## src/rtl/des_blk_ctrl.sv

```systemverilog
// Block sequencer in front of the DES coprocessor: assembles input blocks, launches them,
// captures results and keeps the CBC chaining IV. Optional watchdog: define DES_CTRL_TMO_EN.
module des_blk_ctrl #(
    parameter int unsigned TMO_CYCLES = 255
) (
    input  logic        hclk,
    input  logic        hresetn,
    input  logic        din_wr,
    input  logic        din_hi_sel,
    input  logic [31:0] wdata,
    input  logic        iv_load,
    input  logic [63:0] iv_in,
    input  logic        cbc_en,
    input  logic        dec,
    input  logic        start,
    input  logic        res_rd,
    input  logic        res_hi_sel,
    output logic [31:0] rdata,
    output logic        busy,
    output logic        done,
    output logic        err,
    output logic [63:0] cop_din,
    output logic        cop_din_valid,
    output logic        cop_encrypt,
    output logic [63:0] cop_iv,
    output logic        cop_iv_sel,
    input  logic [63:0] cop_dout,
    input  logic        cop_dout_valid
);

    typedef enum logic [1:0] {S_IDLE, S_LAUNCH, S_WAIT} state_t;

    state_t      state;
    logic [63:0] res_buf;
    logic        tmo_hit_c;

    assign rdata = res_hi_sel ? res_buf[63:32] : res_buf[31:0];

`ifdef DES_CTRL_TMO_EN
    localparam int unsigned TMO_BITS = $clog2(TMO_CYCLES + 1);
    localparam int unsigned CNT_W    = (TMO_BITS < 8) ? 8 : ((TMO_BITS > 16) ? 16 : TMO_BITS);

    logic [CNT_W-1:0] tmo_cnt;
    logic             err_q;

    // Fires on the TMO_CYCLES-th WAIT cycle; the counter starts at 0 in the first one.
    assign tmo_hit_c = (tmo_cnt == CNT_W'(TMO_CYCLES - 1));
    assign err       = err_q;

    always_ff @(posedge hclk or negedge hresetn) begin
        if (!hresetn) begin
            tmo_cnt <= '0;
            err_q   <= 1'b0;
        end else begin
            if (state == S_IDLE && start) begin
                err_q <= 1'b0;
            end
            if (state == S_LAUNCH) begin
                tmo_cnt <= '0;
            end else if (state == S_WAIT) begin
                tmo_cnt <= tmo_cnt + CNT_W'(1);
                if (!cop_dout_valid && tmo_hit_c) begin
                    err_q <= 1'b1;
                end
            end
        end
    end
`else
    assign tmo_hit_c = 1'b0;
    assign err       = 1'b0;
`endif

    // Sequencer: state, launch pulse, mode latches, data/IV registers and result capture.
    always_ff @(posedge hclk or negedge hresetn) begin
        if (!hresetn) begin
            state         <= S_IDLE;
            busy          <= 1'b0;
            done          <= 1'b0;
            cop_din_valid <= 1'b0;
            cop_encrypt   <= 1'b0;
            cop_iv_sel    <= 1'b0;
            cop_din       <= '0;
            cop_iv        <= '0;
            res_buf       <= '0;
        end else begin
            cop_din_valid <= 1'b0;
            if (res_rd && res_hi_sel) begin
                done <= 1'b0;
            end
            case (state)
                S_IDLE: begin
                    if (din_wr) begin
                        if (din_hi_sel) begin
                            cop_din[63:32] <= wdata;
                        end else begin
                            cop_din[31:0] <= wdata;
                        end
                    end
                    if (iv_load) begin
                        cop_iv <= iv_in;
                    end
                    if (start) begin
                        state         <= S_LAUNCH;
                        busy          <= 1'b1;
                        cop_din_valid <= 1'b1;
                        done          <= 1'b0;
                        cop_encrypt   <= dec;
                        cop_iv_sel    <= cbc_en;
                    end
                end
                S_LAUNCH: begin
                    state <= S_WAIT;
                end
                S_WAIT: begin
                    if (cop_dout_valid) begin
                        state   <= S_IDLE;
                        busy    <= 1'b0;
                        done    <= 1'b1;
                        res_buf <= cop_dout;
                        // Next IV is this ciphertext: the output when encrypting, the input when decrypting.
                        if (cop_iv_sel) begin
                            cop_iv <= cop_encrypt ? cop_din : cop_dout;
                        end
                    end else if (tmo_hit_c) begin
                        state <= S_IDLE;
                        busy  <= 1'b0;
                    end
                end
                default: begin
                    state <= S_IDLE;
                    busy  <= 1'b0;
                end
            endcase
        end
    end

endmodule
```

## config.mk

```make
export PLATFORM = sky130hd
export DESIGN_NAME = des_blk_ctrl
export DESIGN_NICKNAME = d
export VERILOG_FILES = /design/src/rtl/des_blk_ctrl.sv
export SDC_FILE = /design/constraint.sdc
export NUM_CORES = 1
export LEC_CHECK = 0
export ABC_AREA = 1
export BUFFER_PORTS_ARGS = -buffer_cell sky130_fd_sc_hd__buf_2
export CAP_MARGIN = 10
export CORE_UTILIZATION = 54
export DETAILED_ROUTE_END_ITERATION = 7
export PLACE_DENSITY = 0.95
export SLEW_MARGIN = 20
export SYNTH_ARGS = -nofsm -noshare
export SYNTH_HDL_FRONTEND = slang
export SYNTH_SLANG_ARGS = --single-unit
```

## constraint.sdc

```tcl
create_clock -name hclk -period 2.9 [get_ports hclk]
set_input_delay 0.58 -clock hclk [delete_from_list [all_inputs] [get_ports hclk]]
set_output_delay 0.58 -clock hclk [all_outputs]
set_load 0.05 [all_outputs]
```

==> results of run 1 <==
worst max-delay path: stages:
cell                      delay (ns)
sky130_fd_sc_hd__buf_2          0.47
sky130_fd_sc_hd__buf_4          0.33
sky130_fd_sc_hd__nand2_1        0.07
sky130_fd_sc_hd__o21ai_0        0.08
sky130_fd_sc_hd__buf_2          0.29
sequential cells by signal, indices dropped and copies added, names as in the netlist:
name and flops:
busy 1, cop_din 64, cop_din_valid 1, cop_encrypt 1, cop_iv 64, cop_iv_sel 1, done 1, res_buf 64
state 2
area by class of cell:
| cell class | count | area share |
|---|---|---|
| Timing Repair Buffer | 350 | 0.158 |
| Tap cell | 220 | 0.0234 |
| Sequential cell | 199 | 0.424 |
| Inverter | 75 | 0.0239 |
| Antenna cell | 8 | 0.00170 |
| Multi-Input combinational cell | 954 | 0.323 |
| Clock inverter | 10 | 0.00830 |
| Clock buffer | 21 | 0.0383 |
cell families (layout without fill, tap and decap cells):
logic type / count (synthesis) / after routing
compound gates: 134 / 134
buf+inv: 147 / 456
flops: 199 / 199
other cells: 1 / 9
simple gates: 819 / 819
per-layer routing:
layer / GRT usage / share of wire / up-vias
met5: 0 / 0 / -
met4: 0.188 / 0.047 / 0
met3: 0.0642 / 0.087 / 103
met2: 0.507 / 0.45 / 538
met1: 0.489 / 0.42 / 4441
li1: - / - / 4529
final timing paths:
| kind | cells past startpoint | to | slack (ns) |
|---|---|---|---|
| max | 5 | rdata[25] | 0.47 |
| min | 1 | cop_iv[0]$_DFFE_PN0P_ | 0.09 |
| max reg2reg | 6 | res_buf[22]$_DFFE_PN0P_ | 0.90 |
| min reg2reg | 2 | cop_iv[16]$_DFFE_PN0P_ | 0.48 |
| max in group asynchronous | 2 | cop_din[38]$_DFFE_PN0P_ | 1.94 |
| min in group hclk | 3 | res_buf[53]$_DFFE_PN0P_ | 0.36 |
cells in the final DEF, fill, tap and decap left out, drive strengths merged:
| cell | count |
|---|---|
| clkinvlp | 3 |
| a21oi | 1 |
| o21ai | 132 |
| a21boi | 1 |
| nor2 | 4 |
| dfrtp | 199 |
| nand3 | 3 |
| clkbuf | 22 |
| nand2 | 811 |
| diode | 8 |
| nand3b | 1 |
| conb | 1 |
| buf | 349 |
| clkinv | 4 |
| inv | 77 |
| bufinv | 1 |
power groups by stage:
stage               clock network, mW  logic (mW)  registers [mW]
global placement                    0        9.46            5.16
detailed placement                  0        9.68            5.19
global route                     2.38        10.4            5.33
finish                           2.27        9.72            5.20
floorplan                           0        4.00            8.17
CTS                              2.27        9.70            5.16
through the flow:
stage	utilization	area (um2)	setup WS, ns	power (mW)	hold slack (ns)
floorplan	-	9440	0.279	12.2	0.284
finish	0.699	11800	0.473	17.2	0.0875
global route	0.699	11800	0.360	18.1	0.136
CTS	0.698	11700	0.504	17.1	0.118
detailed placement	0.666	11200	0.504	14.9	0.460
global placement	0.666	11200	0.541	14.6	0.457
==> impl.org, run 1 <==
** Cells and area
- FF/Latch Area :: 0.00498 mm2
- In the final layout, the multi-input gates occupy 0.00379 mm2.
- Number of standard cells in the layout, taps in and fillers out :: 1,837
- Final nets :: 1,768
- After filler insertion, the fill cell instance count of the layout stands at 1,420.
- Of the cells placed in the final design, the portion with a size suffix greater than 1 is 0.242.
- Area growth from synthesis to final layout :: 24.7%

** Timing
- Final number of setup-violating endpoints :: 0
- Derived from the worst setup path, the maximum achievable clock frequency is 412 MHz.
- Final TNS setup :: 0 ns
- The final number of hold-violating endpoints is 0.
- Dividing the final minimum period by the clock period gives 0.837.
- Slew at the pin with the worst max-slew slack :: 0.700 ns
- Measured against its own limit, the worst slew margin works out to 0.533.
- Unrepaired setup endpoints after global routing :: no
- Clock skew :: 0.00887 ns
- The number of pins with negative max-slew slack in the final report is 0.
- Shortest period the worst path allows :: 2.43 ns

** Hold path
- Class of the most critical hold timing path :: in2async

** Clock network
- The clock passes through at most 2 buffers.
- The number of clock buffers added by TritonCTS is 17.
- Total of cells resized after clock tree synthesis :: 0
- The tree is rooted in a sky130_fd_sc_hd__clkbuf_16.
- # clock sinks :: 199
- CTS built an H-tree with a depth of 4.
- Clock-pin slew was measured on the worst setup and hold paths at 0.07 ns.
- For the worst-skew pair, the clock arrives at the later sink with an insertion delay of 0.44 ns.
- In this run the post-CTS setup repair buffer count came out at 0.
- TritonCTS built the clock tree.
- Buffers inserted to repair hold after CTS numbered 0.

** Yosys
- Post-synthesis mux area share :: 0
- Dominant register cell in the synthesized netlist :: sky130_fd_sc_hd__dfrtp_1
- Post-synthesis xor/xnor area fraction :: 0
- In this run the cell area of the synthesized design comes to 0.00944 mm2.
- Main combinational cell family by area after synthesis :: simple AND/OR/NAND/NOR gates
- Of the post-synthesis cell area, the dominant cell type holds 0.528.
- Synthesized-area fraction occupied by and/or/nand/nor cells :: 0.330
- Most common cell in the netlist :: sky130_fd_sc_hd__nand2_1
- Post-synth EDFFs :: 0
- Counting flops with an async set or reset pin after synthesis yields a share of 1.00.
- Share of synthesized area occupied by flip-flops and latches :: 0.528
- Syn Nets :: 1,471
- Mean instance size in the synthesized netlist :: 7.26 um2
- Flop and latch count out of synthesis :: 199
- Total of warnings raised by yosys :: 0
- Synthesized-area fraction occupied by ao, oa, aoi and oai cells :: 0.0713
- The commonest cells after synthesis are sky130_fd_sc_hd__nand2_1, sky130_fd_sc_hd__dfrtp_1, sky130_fd_sc_hd__o21ai_0.
- After technology mapping, the gate count stands at 1,300.
- Dominant cells by area after synthesis :: sky130_fd_sc_hd__dfrtp_1, sky130_fd_sc_hd__nand2_1, sky130_fd_sc_hd__o21ai_0
- The biggest area contributor in the post-synthesis netlist is sky130_fd_sc_hd__dfrtp_1.
- The synthesized netlist contains 19 unique library cells.
- Of the total synthesized cell area, the portion taken by full adders, half adders and majority gates is 0.

** Floorplanning
- The floorplan has 47 rows.
- In this run the vertical extent of the chip is 134 um.
- Initial core utilization :: 0.561
- 337 I/O pins were placed.
- Core Box Area :: 0.0168 mm2
- The die covers 0.0180 mm2.
- The die is 134 um wide.

** Route
- The final layout contains routed wiring with a total length of 31,000 um.
- In the final routed layout, each cell accounts on average for 16.9 um.
- Number of DRC violations after detailed routing :: 0
- The final route contains 9,611 vias.
- Number of DRC markers in iteration 0 :: 926
- First-pass detailed-route iteration total :: 6
- Dividing the detail-routed via count by the number of cells gives 5.23.
- In this run the remaining antenna-violating nets after routing total 0.

** Power
- The internal portion of the total power is 7.54 mW.
- Sequential fraction of design power :: 0.303
- VDD sags by at most 1.05 mV.
- Static Leakage :: 6.99 nW
- Relative contribution of the clock network to total power :: 0.132
- The analysis attributes to net switching a power of 9.64 mW.
- Share of power burned in combinational logic :: 0.565
- Dividing total power by cell area gives a power density of 1460 mW/mm2.
- Of the total power, the share spent switching nets is 0.561.

** Placed design
- Summed over all nets, the half-perimeter wirelength after detailed placement is 22,900 um.
- Last weighted congestion value of the routability-driven placer :: 0.967
- Port buffering added 335 buffers.
- Counting tap cells, the placed design contains a total of 1,798 instances.

** Outcome
- Run status :: finished clean

** Global routing
- The total overflow left after global routing is 0.
- Pin count of the biggest net entering global routing :: 86
- Aggregate global-route resource usage :: 0.346
- Vias in the first global route :: 8,836
- The first global-routing pass estimated 47,200 um of wire.
- The number of antenna violations at the first check in global routing came to 8.

** Critical path
- For the worst setup path, the data arrival time is 1.85 ns.
- FF-to-FF Start :: state[0]$_DFFE_PN0P_
- The worst setup path is captured at an output port.
- CP Class :: in2out
- Of all nets on the critical path, the largest fanout is 34.
- STA classifies the critical path startpoint as a primary input.
- Data on the critical path is required at its endpoint by 2.32 ns.
- Tracing the worst setup path back leads to its startpoint at res_hi_sel.

** Run
- Max cap viols :: 0
(Power assumes the default switching activity.)
==> run 2: changes to the inputs <==
--- a/config.mk
+++ b/config.mk
@@ -8,9 +8,9 @@
 export ABC_AREA = 1
 export BUFFER_PORTS_ARGS = -buffer_cell sky130_fd_sc_hd__buf_2
 export CAP_MARGIN = 10
-export CORE_UTILIZATION = 54
+export CORE_UTILIZATION = 45
 export DETAILED_ROUTE_END_ITERATION = 7
-export PLACE_DENSITY = 0.95
+export PLACE_DENSITY = 0.87
 export SLEW_MARGIN = 20
 export SYNTH_ARGS = -nofsm -noshare
 export SYNTH_HDL_FRONTEND = slang
==> constraint.sdc (replaced) <==
create_clock -name hclk -period 1.96 [get_ports hclk]
set_input_delay 0.392 -clock hclk [delete_from_list [all_inputs] [get_ports hclk]]
set_output_delay 0.392 -clock hclk [all_outputs]
set_load 0.05 [all_outputs]
==> run 2 against run 1 <==
Net effect:
- flip-flop and latch count unchanged
- non-clock buffer count up 7
- worst setup slack worse by 0.28 ns
- critical path type is now reg2out
- largest cell class unchanged
- largest power group unchanged
- highest routed layer unchanged
==> impl.org, run 2 (synthesis results as in run 1) <==
** Outcome
- Run status :: finished clean

** Route
- Average wire per cell in the routed design :: 16.7 um (-0.83%)
- Number of DRC violations after detailed routing :: 0 (unchanged)
- First-pass detailed-route iteration total :: 7 (+1)
- Length of routed met2 wiring :: 14,200 um (+2.4%)
- The final wirelength is 31,700 um (+2.1%).
- Number of vias per cell after detailed routing :: 5.02 (-4.1%)
- Routed length on met3 :: 2130 um (-21%)
- Via count :: 9,496 (-1.2%)
- The antenna violation net count after detailed routing came to 0 (unchanged).
- Number of DRC markers in iteration 0 :: 881 (-4.9%)
- Routed signal wires occupy layers up through met4.
- Routed length on met1 :: 14,400 um (+11%)

** Power
- The combinational fraction of design power is 0.561 (-0.004).
- The switching power summed over all nets came to 14.3 mW (+48%).
- The total power density per cell area was 2160 mW/mm2 (+48%).
- Relative contribution of the clock network to total power :: 0.145 (+0.013)
- The static leakage power is 7.09 nW (+1.4%).
- The relative contribution of sequential cells to total power is 0.294 (-0.009).
- The maximum resistive drop on vdd came to 1.18 mV (+13%).
- Net switching share of the total power :: 0.551 (-0.0101)
- The internal power came to 11.7 mW (+54%).

** Critical path
- Traced cell by cell, the critical path runs through buf_12 > buf_2.
- Worst stage delay on the critical path :: 0.43 ns (-0.04 ns)
- The slowest stage of the critical path is the sky130_fd_sc_hd__dfrtp_2 cell.
- STA classifies the critical path endpoint as an output port.
- The data arrival time at the worst-slack endpoint is 1.38 ns (-0.47 ns).
- STA classifies the critical path startpoint as a flip-flop.
- Crit-path max FO :: 35 (+2.9%)
- The critical path is of the reg2out type.
- The worst path required time was 1.57 ns (-0.75 ns).
- Critical path's top delay family :: buffers and inverters
- Critical path buffers and inverters :: 2 (-1)

** Cells and area
- Layout cells sized above 1 :: 0.247 (+0.00499)
- The number of fill cells came to 1,927 (+36%).
- Final standard cell utilization of the core :: 0.591 (-0.109)
- Relative to the synthesized area, the layout overhead comes to 27.5%.
- Most frequent cells in the layout :: sky130_fd_sc_hd__nand2_1, sky130_fd_sc_hd__buf_2, sky130_fd_sc_hd__dfrtp_1
- The largest registers in the layout are cop_din (64), cop_iv (64), res_buf (64).
- The count of nets after finishing was 1,775 (+0.40%).
- Leading cell type in the layout, fill and taps excluded :: sky130_fd_sc_hd__nand2_1

** Hold path
- The min-delay analysis places its worst path in the category in2reg.

** Clock network
- CTS tree :: yes
- # clock sinks :: 199 (unchanged)
- The number of resized instances in the post-cts repair step is 0 (unchanged).
- The root buffer cell chosen for the clock tree is sky130_fd_sc_hd__clkbuf_16.
- H-Tree Level Count :: 4 (unchanged)
- Number of buffers inserted during clock tree synthesis :: 17 (unchanged)
- Maximum root-to-sink buffer count :: 2 (unchanged)
- The clock-pin slew of the registers on the worst-case setup and hold paths is 0.07 ns (about the same).
- The clock latency at the later pin of the worst-skew pair is 0.43 ns (about the same).

** Global routing
- Aggregate global-route resource usage :: 0.297 (-0.0494)
- GR Overflow Total :: 0 (unchanged)
- The first-pass GRT wire length is 48,800 um (+3.4%).
- Pin count of the biggest net entering global routing :: 66 (-23%)
- The via count of the first global-routing pass was 8,811 (-0.28%).
- Antenna violations before repair :: 5 (-3)

** Placed design
- The placer congestion estimate came to 0.939 (-2.9%).
- The setup slack after placement came to 0.228 ns (-0.276 ns).
- The final HPWL from detailed placement came to 23,200 um (+1.3%).
- Count of buffers inserted at the top-level ports :: 335 (unchanged)

** Timing
- In the finished design, the share of the clock period the worst path needs comes to 0.904.
- Clock skew :: 0.0111 ns (+0.00220 ns)
- Shortest period the worst path allows :: 1.77 ns
- Final number of setup-violating endpoints :: 0 (unchanged)
- Setup repair after global routing left no endpoint under its margin.
- The final number of hold-violating endpoints was 0 (unchanged).
- The tightest slew margin relative to the limit came to 0.574 (+0.0410).
- Maximum clock frequency :: 564 MHz
- Slew at the pin with the worst max-slew slack :: 0.638 ns (-0.0614 ns)
- Max Slew Vio Count :: 0 (unchanged)
- The final worst-path setup slack came to 0.188 ns (-0.285 ns).

** Floorplanning
- Top-Level Pins :: 337 (unchanged)
- The number of standard-cell rows in the floorplan is 52 (+11%).
- Die Height :: 147 um (+9.4%)
- The width of the die was 147 um (+9.4%).
- Floorplan die area :: 0.0216 mm2 (+20%)
- Core Box Area :: 0.0204 mm2 (+21%)
- The effective utilization at floorplan was 0.463 (-0.0977).

** Run
- Max cap viols :: 0 (unchanged)
==> run 2: per-stage QoR <==
step,power [mW],TNS (ns),hold slack [ns],instance area [um2],std cells
final,25.9,0,0.164,12000,1892
after global routing,27.4,0,0.159,12000,1892
after CTS,26.0,0,0.144,12000,1887
after detailed placement,22.1,0,0.382,11400,1854
after global placement,21.8,0,0.381,11400,1854
after floorplan,18.0,-4.97,0.0964,9440,1300
==> run 2: cell type report <==
cell class / instances / area, um2 / share of cell area
tap: 270 / 338 / 0.0281
sequential: 199 / 4980 / 0.414
inverter: 75 / 282 / 0.0234
clock inverter: 12 / 161 / 0.0134
antenna: 5 / 12.5 / 0.00104
clock buffer: 20 / 467 / 0.0388
timing repair buffer: 357 / 1990 / 0.166
multi-input combinational: 954 / 3790 / 0.316
==> run 2: timing repair <==
action	4_1_cts	5_1_grt
setup endpoints to repair	0	0
buffers inserted	0	0
hold buffers	1	0
hold endpoints to repair	47	0
==> run 2: worst min-delay path: cells and delay by family <==
| kind | cells | cell delay (ns) |
|---|---|---|
| and+or+nand+nor | 2 | 0.09 |
| buffers and inverters | 1 | 0.08 |
==> run 2: power groups by stage <==
stage               combinational (mW)  clock (mW)  sequential (mW)
finish                            14.6        3.76             7.62
floorplan                         5.94           0             12.1
global placement                  14.3           0             7.57
CTS                               14.6        3.82             7.59
detailed placement                14.5           0             7.62
global route                      15.6        4.01             7.84
==> run 2: final timing paths <==
kind | startpoint | to | slack [ns] | depth (start not counted)
max | cop_encrypt$_DFFE_PN0P_ | cop_encrypt | 0.19 | 2
min | cbc_en | cop_iv_sel$_DFFE_PN0P_ | 0.16 | 3
max reg2reg | state[1]$_DFFE_PN0P_ | cop_iv[23]$_DFFE_PN0P_ | 0.31 | 7
min reg2reg | cop_iv[5]$_DFFE_PN0P_ | cop_iv[5]$_DFFE_PN0P_ | 0.48 | 2
max in group asynchronous | hresetn | cop_din[51]$_DFFE_PN0P_ | 0.76 | 3
min in group asynchronous | hresetn | res_buf[30]$_DFFE_PN0P_ | 0.49 | 2
==> run 2: layer usage <==
metal / global-route usage / up-vias
li1: - / 4543
met5: 0 / -
met3: 0.0466 / 58
met2: 0.436 / 439
met1: 0.436 / 4456
met4: 0.125 / 0
==> run 3: changes to the inputs <==
--- a/config.mk
+++ b/config.mk
@@ -8,6 +8,7 @@
 export ABC_AREA = 1
 export BUFFER_PORTS_ARGS = -buffer_cell sky130_fd_sc_hd__buf_2
 export CAP_MARGIN = 10
+export CORE_MARGIN = 5
 export CORE_UTILIZATION = 45
 export DETAILED_ROUTE_END_ITERATION = 7
 export PLACE_DENSITY = 0.87
==> constraint.sdc (replaced) <==
create_clock -name hclk -period 1.5 [get_ports hclk]
set_input_delay 0.3 -clock hclk [delete_from_list [all_inputs] [get_ports hclk]]
set_output_delay 0.3 -clock hclk [all_outputs]
set_load 0.05 [all_outputs]
==> run 3 against run 2 <==
Net effect:
- die area grew 11%
- routed wire length increased by 4.4%
- count of clock-buffer cells in the layout decreased by 2
- sequential share of layout area decreased by 2.1 points
- utilization up 1.8 points
- worst setup slack worse by 0.17 ns
- first-iteration DRC count is 0.91% lower
- register-to-register slack worse by 0.23 ns
- combinational power grew 42%
- largest cell class unchanged
- largest power group unchanged
==> impl.org, run 3 (synthesis results as in run 1) <==
** Power
- Sw power :: 19.3 mW (+35%)
- Relative contribution of the clock network to total power :: 0.136 (-0.009)
- The internal power came to 16.1 mW (+38%).
- The combinational fraction of design power was 0.583 (+0.022).
- Power density over the cells :: 2790 mW/mm2 (+29%)
- Net switching share of the total power :: 0.544 (-0.00642)
- Worst vdd rail ir drop :: 1.77 mV (+50%)
- Sequential fraction of design power :: 0.281 (-0.013)
- The static leakage power was 7.35 nW (+3.6%).

** Cells and area
- Leaving out fill and tap cells, the most frequent cell in the layout is sky130_fd_sc_hd__nand2_1.
- Layout cells sized above 1 :: 0.281 (+0.0337)
- Area growth from synthesis to final layout :: 34.3%
- The number of fill cells is 1,834 (-4.8%).
- Most frequent cells in the layout :: sky130_fd_sc_hd__nand2_1, sky130_fd_sc_hd__buf_2, sky130_fd_sc_hd__dfrtp_1
- The count of nets after finishing was 1,798 (+1.3%).
- In the final layout, the registers with the most flip-flops are cop_din (64), cop_iv (64), res_buf (64).
- The post-route cell area is 0.0127 mm2 (+5.4%).

** Timing
- Unrepaired setup endpoints after global routing :: yes
- Final TNS setup :: 0 ns (unchanged)
- Final-layout worst hold slack :: 0.0716 ns (-0.0921 ns)
- Shortest period the worst path allows :: 1.49 ns
- The number of pins with negative max-slew slack in the final report was 0 (unchanged).
- Total count of hold-check failures in the final report :: 0 (unchanged)
- Maximum clock frequency :: 673 MHz
- Clock skew :: 0.0103 ns (-0.000728 ns)
- Final critical-path setup slack :: 0.0135 ns (-0.175 ns)
- Final number of setup-violating endpoints :: 0 (unchanged)
- Ratio of final minimum period to clock period :: 0.991

** Critical path
- Crit path cell chain :: nand2_1 > o21ai_2 > buf_6
- The number of buffer and inverter instances along the worst setup path was 1 (-1).
- The slowest stage of the critical path is the sky130_fd_sc_hd__dfrtp_1 cell.
- The worst setup path is captured at an output port.
- Signal arrival time at the worst endpoint :: 1.19 ns (-0.19 ns)
- Worst EP required :: 1.20 ns (-0.37 ns)
- CP Class :: reg2out
- Category of the worst setup path launch point :: flip-flop
- The delay of the slowest cell on the worst path is 0.41 ns (-0.02 ns).
- Crit-path max FO :: 2 (-94%)
- Critical path's top delay family :: flip-flops

** Floorplanning
- The effective utilization at floorplan is 0.453 (-0.0102).
- The chip height came to 155 um (+5.4%).
- Floorplan die area :: 0.0240 mm2 (+11%)
- Core Box Area :: 0.0208 mm2 (+2.2%)
- The number of standard-cell rows in the floorplan is 53 (+1.9%).
- The width of the die is 155 um (+5.4%).
- Top-Level Pins :: 337 (unchanged)

** Placed design
- The cell area after placement came to 0.0115 mm2 (+1.5%).
- The placer congestion estimate came to 0.935 (-0.40%).
- The setup slack after placement is 0.00357 ns (-0.224 ns).
- The number of port buffers came to 335 (unchanged).
- The final HPWL from detailed placement was 23,500 um (+1.0%).

** Global routing
- Vias in the first global route :: 9,387 (+6.5%)
- The number of antenna violations at the first check in global routing was 6 (+1).
- The largest net degree at the start of global routing is 65 (-1.5%).
- The first-pass GRT wire length came to 50,500 um (+3.5%).
- The layer flagged by global routing as most heavily used is met2.
- The met1 track demand over resource is 0.356 (-0.0805).
- The met2 layer usage reported by global route was 0.436 (about the same).
- The met3 capacity usage during global routing is 0.0574 (+0.0108).
- The global-route total usage across every layer came to 0.268 (-0.0295).
- GR Overflow Total :: 0 (unchanged)

** Route
- The post-detailed-route via-to-cell ratio was 5.04 (+0.44%).
- DRT antenna net count :: 0 (unchanged)
- The vias after detailed routing was 9,674 (+1.9%).
- Number of DRC markers in iteration 0 :: 873 (-0.91%)
- Number of DRC violations after detailed routing :: 0 (unchanged)
- Average wire per cell in the routed design :: 17.2 um (+2.9%)
- The final wirelength was 33,000 um (+4.4%).
- The number of search-and-repair iterations in the first detailed-routing pass is 5 (-2).

** Clock network
- The number of buffers created by CTS is 17 (unchanged).
- Clock latency reported for the late side of the worst-skew pair :: 0.43 ns (about the same)
- Clk pin slew, worst setup/hold paths :: 0.08 ns (about the same)
- # clock sinks :: 199 (unchanged)
- The maximum count of clock buffers along a single path came to 2 (unchanged).
- Clock root buffer :: sky130_fd_sc_hd__clkbuf_16
- TritonCTS built the clock tree.
- H-Tree Level Count :: 4 (unchanged)

** Outcome
- The run finished with clean final reports.

** Hold path
- The path class of the tightest hold or removal check is in2reg.

** Run
- The count of maximum capacitance violations was 0 (unchanged).
## run 3: power by group through the flow
stage / Sequential, mW / Combinational (mW) / Clock, mW
2_1_floorplan: 15.8 / 7.86 / 0
3_3_place_gp: 9.86 / 19.0 / 0
3_5_place_dp: 9.89 / 19.4 / 0
4_1_cts: 9.84 / 19.8 / 4.89
5_1_grt: 10.2 / 22.1 / 5.13
6_report: 9.93 / 20.7 / 4.81
## run 3: layout make-up
| cell class | instances | area [um2] | area share |
|---|---|---|---|
| antenna | 4 | 10.0 | 0.000790 |
| clock buffer | 18 | 429 | 0.0339 |
| clock inverter | 14 | 183 | 0.0144 |
| inverter | 75 | 287 | 0.0226 |
| multi-input combinational | 954 | 3940 | 0.310 |
| sequential | 199 | 4980 | 0.393 |
| tap | 275 | 344 | 0.0271 |
| timing repair buffer | 380 | 2500 | 0.198 |
## run 3: per-stage QoR
step | total power [mW] | utilization | cells
global route | 37.4 | 0.609 | 1919
floorplan | 23.7 | - | 1300
finish | 35.4 | 0.609 | 1919
CTS | 34.6 | 0.591 | 1898
detailed placement | 29.3 | 0.554 | 1865
global placement | 28.9 | 0.554 | 1865
## run 3: timing repair
action                                  in CTS  in global routing
endpoints found under the setup margin      35                 65
endpoints found under the hold margin       32                  0
pin swaps                                    0                  5
buffers inserted                             0                 15
gates resized for setup                     49                 58
hold buffers                                 1                  0
cloned                                       0                  2
## run 3: routing by layer
metal | wire length, um | up-vias
li1 | - | 4587
met1 | 13400 | 4486
met2 | 15700 | 517
met3 | 2940 | 80
met4 | 990 | 4
met5 | 27 | -
## run 3: final timing paths
path / from / endpoint / slack, ns / cells past startpoint
max reg2reg: cop_encrypt$_DFFE_PN0P_ / cop_iv[20]$_DFFE_PN0P_ / 0.08 / 8
min: cbc_en / cop_iv_sel$_DFFE_PN0P_ / 0.07 / 3
min in group asynchronous: hresetn / cop_din[1]$_DFFE_PN0P_ / 0.36 / 2
min reg2reg: res_buf[48]$_DFFE_PN0P_ / res_buf[48]$_DFFE_PN0P_ / 0.47 / 2
max: res_buf[32]$_DFFE_PN0P_ / rdata[0] / 0.01 / 3
max in group asynchronous: hresetn / cop_din[6]$_DFFE_PN0P_ / 0.59 / 3
## run 3: worst min-delay path, stage by stage
cell                      delay [ns]
sky130_fd_sc_hd__buf_2          0.08
sky130_fd_sc_hd__nand2_1        0.04
sky130_fd_sc_hd__nand2_1        0.05
